## config.mk

```make
export PLATFORM = sky130hd
export DESIGN_NAME = adc_seq_ctrl_flat
export DESIGN_NICKNAME = d
export VERILOG_FILES = /design/src/rtl/adc_pkg.sv /design/src/rtl/adc_seq_ctrl_if.sv /design/src/rtl/amp_gain_loader.sv /design/src/rtl/adc_seq_ctrl.sv /design/src/flat_wrapper.sv
export SDC_FILE = /design/constraint.sdc
export NUM_CORES = 1
export LEC_CHECK = 0
export ABC_AREA = 1
export ABC_CLOCK_PERIOD_IN_PS = 3440
export CORE_MARGIN = 2
export CORE_UTILIZATION = 40
export CTS_BUF_LIST = sky130_fd_sc_hd__clkbuf_4
export CTS_CLUSTER_DIAMETER = 80
export DETAILED_ROUTE_END_ITERATION = 6
export HOLD_SLACK_MARGIN = 0.12
export SLEW_MARGIN = 10
export SYNTH_ARGS = -nofsm -noshare
export SYNTH_HDL_FRONTEND = slang
export SYNTH_SLANG_ARGS = --single-unit
```

## constraint.sdc

```tcl
create_clock -name clk -period 3.44 [get_ports clk]
set_clock_uncertainty 0.2 [all_clocks]
set_input_delay 0.688 -clock clk [delete_from_list [all_inputs] [get_ports clk]]
set_output_delay 0.688 -clock clk [all_outputs]
set_load 0.1 [all_outputs]
```

## src/rtl/adc_pkg.sv

```systemverilog
// adc_pkg: shared types and constants for the ADC capture sequencer.
//   state_t       : sequencer FSM states (AMP exists only with AMP_CFG_EN)
//   FRAME_LEN_DEF : default number of read cycles per conversion frame
//   AMP_CMD_W     : preamp gain command width in bits
//   AMP_SLACK     : minimum cycles left in WAIT before a gain transfer may start
// Optional feature macro: AMP_CFG_EN
package adc_pkg;
  localparam int FRAME_LEN_DEF = 34;
  localparam int AMP_CMD_W     = 8;
  localparam int AMP_SLACK     = 20;

`ifdef AMP_CFG_EN
  typedef enum logic [2:0] {IDLE, CONV, SHIFT, WAIT, AMP} state_t;
`else
  typedef enum logic [1:0] {IDLE, CONV, SHIFT, WAIT} state_t;
`endif
endpackage

```

## src/rtl/adc_seq_ctrl_if.sv

```systemverilog
// adc_seq_ctrl_if: control/status bundle between front-panel logic (master)
// and the ADC sequencer (slave).
//   enable, full, drop_clr          : control inputs to the sequencer
//   ad_conv, read, busy, sample_tick: sequencer strobes/status
//   drop_cnt                        : saturating count of frames lost to full
//   gain_a/gain_b/gain_load, amp_*  : preamp programming, AMP_CFG_EN only
// Optional feature macro: AMP_CFG_EN
interface adc_seq_ctrl_if;
  logic        enable;
  logic        full;
  logic        drop_clr;
  logic        ad_conv;
  logic        read;
  logic        busy;
  logic        sample_tick;
  logic [15:0] drop_cnt;
`ifdef AMP_CFG_EN
  logic [3:0]  gain_a;
  logic [3:0]  gain_b;
  logic        gain_load;
  logic        amp_cs;
  logic        amp_sck;
  logic        amp_mosi;
`endif

  modport master (
    output enable, full, drop_clr,
    input  ad_conv, read, busy, sample_tick, drop_cnt
`ifdef AMP_CFG_EN
    , output gain_a, gain_b, gain_load,
    input  amp_cs, amp_sck, amp_mosi
`endif
  );

  modport slave (
    input  enable, full, drop_clr,
    output ad_conv, read, busy, sample_tick, drop_cnt
`ifdef AMP_CFG_EN
    , input gain_a, gain_b, gain_load,
    output amp_cs, amp_sck, amp_mosi
`endif
  );
endinterface

```

## src/rtl/amp_gain_loader.sv

```systemverilog
// amp_gain_loader: SPI shifter for the analog preamp gain word.
//   start : one-cycle request; data is captured on that cycle
//   data  : command word, sent MSB-first
//   cs    : chip select, active low, idles high
//   sck   : clk/2 serial clock, idles low; 2*W cycles per transfer
//   mosi  : serial data, updated while sck is low
//   done  : one-cycle pulse, coincides with the cycle cs returns high
// Used only when AMP_CFG_EN is defined.
module amp_gain_loader import adc_pkg::*; #(
  parameter int W = AMP_CMD_W
) (
  input  logic         clk,
  input  logic         rst,
  input  logic         start,
  input  logic [W-1:0] data,
  output logic         cs,
  output logic         sck,
  output logic         mosi,
  output logic         done
);
  localparam int             HW     = $clog2(2*W);
  localparam logic [HW-1:0]  H_LAST = HW'(2*W-1);

  logic          active;
  logic [HW-1:0] half;
  logic [W-1:0]  sh;

  always_ff @(posedge clk or posedge rst) begin
    if (rst) begin
      active <= 1'b0;
      half   <= '0;
      sh     <= '0;
      cs     <= 1'b1;
      sck    <= 1'b0;
      mosi   <= 1'b0;
      done   <= 1'b0;
    end else begin
      done <= 1'b0;
      if (!active) begin
        if (start) begin
          active <= 1'b1;
          half   <= '0;
          cs     <= 1'b0;
          sck    <= 1'b0;
          mosi   <= data[W-1];
          sh     <= {data[W-2:0], 1'b0};
        end
      end else begin
        half <= half + 1'b1;
        if (!half[0]) begin
          sck <= 1'b1;
        end else begin
          // falling half: either present the next bit or close the frame
          sck <= 1'b0;
          if (half == H_LAST) begin
            active <= 1'b0;
            cs     <= 1'b1;
            mosi   <= 1'b0;
            done   <= 1'b1;
          end else begin
            mosi <= sh[W-1];
            sh   <= {sh[W-2:0], 1'b0};
          end
        end
      end
    end
  end
endmodule

```

## src/rtl/adc_seq_ctrl.sv

```systemverilog
// adc_seq_ctrl: ADC capture sequencer.
//   clk, rst : system clock; asynchronous active-high reset
//   bus      : adc_seq_ctrl_if.slave (enable/full/drop_clr in,
//              ad_conv/read/busy/sample_tick/drop_cnt out, amp_* optional)
// One frame = CONV (1 cycle, ad_conv) + SHIFT (FRAME_LEN cycles, read) +
// WAIT until SAMPLE_PERIOD cycles have elapsed since CONV.
// Optional feature macro: AMP_CFG_EN (preamp gain programming over SPI,
// issued from IDLE or from WAIT when enough slack remains).
module adc_seq_ctrl import adc_pkg::*; #(
  parameter int FRAME_LEN     = FRAME_LEN_DEF,
  parameter int SAMPLE_PERIOD = 64
) (
  input logic           clk,
  input logic           rst,
  adc_seq_ctrl_if.slave bus
);
  localparam int            PW     = $clog2(SAMPLE_PERIOD);
  localparam logic [PW-1:0] P_LAST = PW'(SAMPLE_PERIOD-1);
  localparam logic [PW-1:0] F_LAST = PW'(FRAME_LEN);
  localparam logic [PW-1:0] F_PRE  = PW'(FRAME_LEN-1);

  state_t        state;
  logic [PW-1:0] pcnt;          // 0 in the CONV cycle, free-running after
  logic          ad_conv_q;
  logic          read_q;
  logic          busy_q;
  logic          tick_q;
  logic [15:0]   drop_q;

`ifdef AMP_CFG_EN
  // Last WAIT count at which a transfer still finishes before the next CONV.
  localparam logic [PW-1:0] SLACK_LIM = PW'(SAMPLE_PERIOD-1-AMP_SLACK);

  logic                 pend;
  logic [AMP_CMD_W-1:0] pend_word;
  logic [AMP_CMD_W-1:0] tx_word;
  logic                 amp_start;
  logic                 amp_done;
  state_t               ret_state;
`endif

  always_ff @(posedge clk or posedge rst) begin
    if (rst) begin
      state     <= IDLE;
      pcnt      <= '0;
      ad_conv_q <= 1'b0;
      read_q    <= 1'b0;
      busy_q    <= 1'b0;
      tick_q    <= 1'b0;
`ifdef AMP_CFG_EN
      pend      <= 1'b0;
      pend_word <= '0;
      tx_word   <= '0;
      amp_start <= 1'b0;
      ret_state <= IDLE;
`endif
    end else begin
      pcnt      <= pcnt + 1'b1;
      ad_conv_q <= 1'b0;
      tick_q    <= 1'b0;
`ifdef AMP_CFG_EN
      amp_start <= 1'b0;
`endif
      case (state)
        IDLE: begin
          if (bus.enable) begin
            state     <= CONV;
            ad_conv_q <= 1'b1;
            busy_q    <= 1'b1;
            pcnt      <= '0;
          end
`ifdef AMP_CFG_EN
          else if (pend) begin
            state     <= AMP;
            busy_q    <= 1'b1;
            amp_start <= 1'b1;
            tx_word   <= pend_word;
            pend      <= 1'b0;
            ret_state <= IDLE;
          end
`endif
        end
        CONV: begin
          state  <= SHIFT;
          read_q <= 1'b1;
          tick_q <= (FRAME_LEN == 1);
        end
        SHIFT: begin
          if (pcnt == F_LAST) begin
            state  <= WAIT;
            read_q <= 1'b0;
          end else if (pcnt == F_PRE) begin
            tick_q <= 1'b1;
          end
        end
        WAIT: begin
          if (pcnt == P_LAST) begin
            if (bus.enable) begin
              state     <= CONV;
              ad_conv_q <= 1'b1;
              pcnt      <= '0;
            end else begin
              state  <= IDLE;
              busy_q <= 1'b0;
            end
          end
`ifdef AMP_CFG_EN
          else if (pend && pcnt <= SLACK_LIM) begin
            state     <= AMP;
            amp_start <= 1'b1;
            tx_word   <= pend_word;
            pend      <= 1'b0;
            ret_state <= WAIT;
          end
`endif
        end
`ifdef AMP_CFG_EN
        AMP: begin
          // pcnt keeps running so the sample period is unaffected
          if (amp_done) begin
            state  <= ret_state;
            busy_q <= (ret_state != IDLE);
          end
        end
`endif
        default: begin
          state  <= IDLE;
          busy_q <= 1'b0;
          read_q <= 1'b0;
        end
      endcase
`ifdef AMP_CFG_EN
      // a new load wins over the clear above, so it is never lost
      if (bus.gain_load) begin
        pend      <= 1'b1;
        pend_word <= {bus.gain_b, bus.gain_a};
      end
`endif
    end
  end

  // full is sampled in the CONV cycle; clear beats a coincident increment
  always_ff @(posedge clk or posedge rst) begin
    if (rst)
      drop_q <= '0;
    else if (bus.drop_clr)
      drop_q <= '0;
    else if (ad_conv_q && bus.full && drop_q != 16'hFFFF)
      drop_q <= drop_q + 1'b1;
  end

  assign bus.ad_conv     = ad_conv_q;
  assign bus.read        = read_q;
  assign bus.busy        = busy_q;
  assign bus.sample_tick = tick_q;
  assign bus.drop_cnt    = drop_q;

`ifdef AMP_CFG_EN
  amp_gain_loader #(.W(AMP_CMD_W)) u_amp (
    .clk   (clk),
    .rst   (rst),
    .start (amp_start),
    .data  (tx_word),
    .cs    (bus.amp_cs),
    .sck   (bus.amp_sck),
    .mosi  (bus.amp_mosi),
    .done  (amp_done)
  );
`endif
endmodule

```

## src/flat_wrapper.sv

```systemverilog
// flat-port wrapper written by rule: the top's interface ports become plain ports
module adc_seq_ctrl_flat import adc_pkg::*;
#(
  parameter int FRAME_LEN     = FRAME_LEN_DEF,
  parameter int SAMPLE_PERIOD = 64
)
  (clk, rst, bus_enable, bus_full, bus_drop_clr, bus_ad_conv, bus_read, bus_busy, bus_sample_tick, bus_drop_cnt);
  adc_seq_ctrl_if bus_i ();
  input logic clk;
  input logic rst;
  input wire logic [$bits(bus_i.enable)-1:0] bus_enable;
  input wire logic [$bits(bus_i.full)-1:0] bus_full;
  input wire logic [$bits(bus_i.drop_clr)-1:0] bus_drop_clr;
  output wire logic [$bits(bus_i.ad_conv)-1:0] bus_ad_conv;
  output wire logic [$bits(bus_i.read)-1:0] bus_read;
  output wire logic [$bits(bus_i.busy)-1:0] bus_busy;
  output wire logic [$bits(bus_i.sample_tick)-1:0] bus_sample_tick;
  output wire logic [$bits(bus_i.drop_cnt)-1:0] bus_drop_cnt;
  assign bus_i.enable = bus_enable;
  assign bus_i.full = bus_full;
  assign bus_i.drop_clr = bus_drop_clr;
  assign bus_ad_conv = bus_i.ad_conv;
  assign bus_read = bus_i.read;
  assign bus_busy = bus_i.busy;
  assign bus_sample_tick = bus_i.sample_tick;
  assign bus_drop_cnt = bus_i.drop_cnt;
  adc_seq_ctrl #(.FRAME_LEN(FRAME_LEN), .SAMPLE_PERIOD(SAMPLE_PERIOD)) u_core (.clk(clk), .rst(rst), .bus(bus_i));
endmodule
```

==> flow_summary.toml <==
[layout]
drive_above_1_share_pct = 13.15
area_delta_synth_final_pct = 15.51
final_cells = 301
multi_input_area_sq_um = 890.9
layout.nets = 266
fill_cells = 424
final_util_pct = 48.57
layout.area.seq_sq_um = 700.7
num_antenna_cells = 0

[logic_synthesis]
postSynthCellCount = 226
synth-edff-count = 0
postSynthAreaPerCell_sq_um = 7.496
ys_warn_count = 0
syn_nets = 239
ys_dominant_reg_cell = "dfrtp_1"
ys_types = 25
async_flop_share_pct = 100.0
synth-seq-cells = 28
seq_area_frac_synth_pct = 41.36
synth_area_sq_um = 1694

[clock_tree]
cts_setup_buffers = 0
cts_resized = 0
clock_path_buffers = 2
cts_root_buf = "clkbuf_4"
cts_max_level = 1
cts_tree = "yes"
clk_latency_ns = 0.34
cts.sinks = 28
clk_pin_slew_ns = 0.16
ctsHoldBuffers = 0
cts_buffers = 3

[place]
dpl.hpwl_um = 2606
routabilityCongestion = 0.8157
post-place-cells = 298
portBuffers = 24

[routing]
drt_pass1_iterations = 4
wl_per_cell_um = 11.98
wl_um = 3605
vias = 1485
drtIter0Drc = 66
antenna_left = 0
vias_per_cell = 4.934
drc = 0

[sta]
tightest_slew_ns = 0.5141
drv_slew = 0
fin_crit_sh_pct = 61.48
timing.slew.headroom_pct = 65.69
setup_tns_ns = 0
rsz0062_at_grt = "no"
hold_viol_final = 0
fin_crit_ns = 2.115
max_freq_ghz = 0.4728
setup_viol = 0

[worst_setup_path]
r2r_start = "u_core.bus.drop_cnt[0]"
arrival_ns = 2.15
cp.required_ns = 3.47
criticalPathCategory = "flip-flop to flip-flop"
critical_path_peak_fanout = 17
startpoint = "u_core.bus.drop_cnt[0]"
startpoint_type = "flip-flop"
crit_path_end_kind = "flip-flop"

[floorplanning]
die_w_um = 69.08
core.rowCount = 23
die_area_sq_um = 4772
initial_core_util_pct = 42.05
die_h_um = 69.08
core_sq_um = 4029
io_pins = 25

[power_and_ir_drop]
p_leak_nw = 0.9670
ir_worst_vdd_v = 0.0004021
power_density_nw_per_um2 = 482.5

[global_routing]
grt_pass1_wl_um = 6127
first_global_vias = 1389
grt_max_degree = 29
grtUsageTotal_pct = 15.53
grt_overflow_total = 0
antenna_found_initial = 0

[flow_run]
cap_violations = 0

[hold_path]
worstHoldStart = "u_core.bus.read"
hp-class = "flip-flop to flip-flop"

[status]
status = "complete, no violations"
logic make-up after synthesis:
family / Yosys count / synth area share [%]
buffers and inverters: 25 / 6.056
flip-flops: 28 / 41.36
AND/OR/NAND/NOR: 146 / 39.00
XOR/XNOR: 6 / 3.102
adder cells (fa/ha/maj): 8 / 5.909
AO/OA/AOI/OAI: 13 / 4.579
power breakdown:
group / internal (W) / leakage, nW / switching [W] / total, W
Clock: 0.0000412 / 0.0138 / 0.000101 / 0.000142
Combinational: 0.000113 / 0.578 / 0.000269 / 0.000382
Sequential: 0.000374 / 0.375 / 0.0000469 / 0.000421
Total: 0.000528 / 0.967 / 0.000417 / 0.000944
flip-flops by register name, indices dropped and copies added, names as in the netlist:
register	count
u_core.bus.ad_conv	1
u_core.bus.busy	1
u_core.bus.drop_cnt	16
u_core.bus.read	1
u_core.bus.sample_tick	1
u_core.pcnt	6
u_core.state	2
metal layers:
layer	track usage, %	routed length (um)	vias to the layer above
li1	-	-	784
met1	18.84	1680	671
met2	27.56	1764	26
met3	3.363	128	4
met4	4.357	32	0
met5	0	0	-
worst max-delay path, stage by stage, from the launching register on:
cell and delay [ns]:
dfrtp_1 0.47, ha_1 0.24, nand3_1 0.21, inv_2 0.08
nand2_2 0.11, nor2_4 0.05, nor2_4 0.38, nor2_8 0.12
nand2_1 0.08, nand2_1 0.05
per-stage QoR:
stage	power (W)	setup slack, ns	cell area (sq um)	hold slack (ns)
after floorplan	0.0007261	0.9569	1694	0.2777
after global placement	0.0008110	1.210	1934	0.2889
after detailed placement	0.0008101	1.198	1934	0.2923
after CTS	0.0009575	1.327	1957	0.3341
after global routing	0.001021	1.165	1957	0.3693
final	0.0009442	1.325	1957	0.3315
synth_stat cells (2+ instances only):
cell type,instances,share of area (%)
dfrtp_1,28,41
or2_2,3,1.1
nor2_1,32,7.1
a21oi_1,2,0.59
o21bai_1,3,1.3
o21ai_0,6,1.8
nand3_1,17,5.0
xor2_1,5,2.6
ha_1,8,5.9
inv_1,21,4.7
nand2_1,70,16
nand4_1,17,6.3
nor2_4,2,1.3
placed cells by master (no fill, tap or decap), types with 2 or more instances in the layout:
cell / instances
buf_4: 21
nand4_1: 17
nand3_1: 17
a21oi_1: 2
clkdlybuf4s50_1: 4
o21ai_0: 6
clkbuf_4: 3
ha_1: 8
xor2_1: 5
inv_1: 21
dfrtp_1: 28
nor2_1: 32
or2_2: 3
nor2_4: 2
nand2_1: 70
o21bai_1: 3
layout make-up:
type	count	share of cell area [%]
clock buffers	3	1.151
inverters	22	4.220
multi-input cells	173	45.52
flip-flops and latches	28	35.81
well taps	50	3.197
repair buffers	25	10.10
final timing paths:
check                      cells past startpoint  slack (ns)                       to
max reg2reg                                    9        1.33   u_core.bus.drop_cnt[6]
max                                            9        1.33   u_core.bus.drop_cnt[6]
min                                            2        0.33          u_core.bus.read
max in group asynchronous                      3        2.26  u_core.bus.drop_cnt[12]
min in group asynchronous                      3        0.49   u_core.bus.drop_cnt[9]
min reg2reg                                    2        0.33          u_core.bus.read
(Power assumes the default switching activity.)
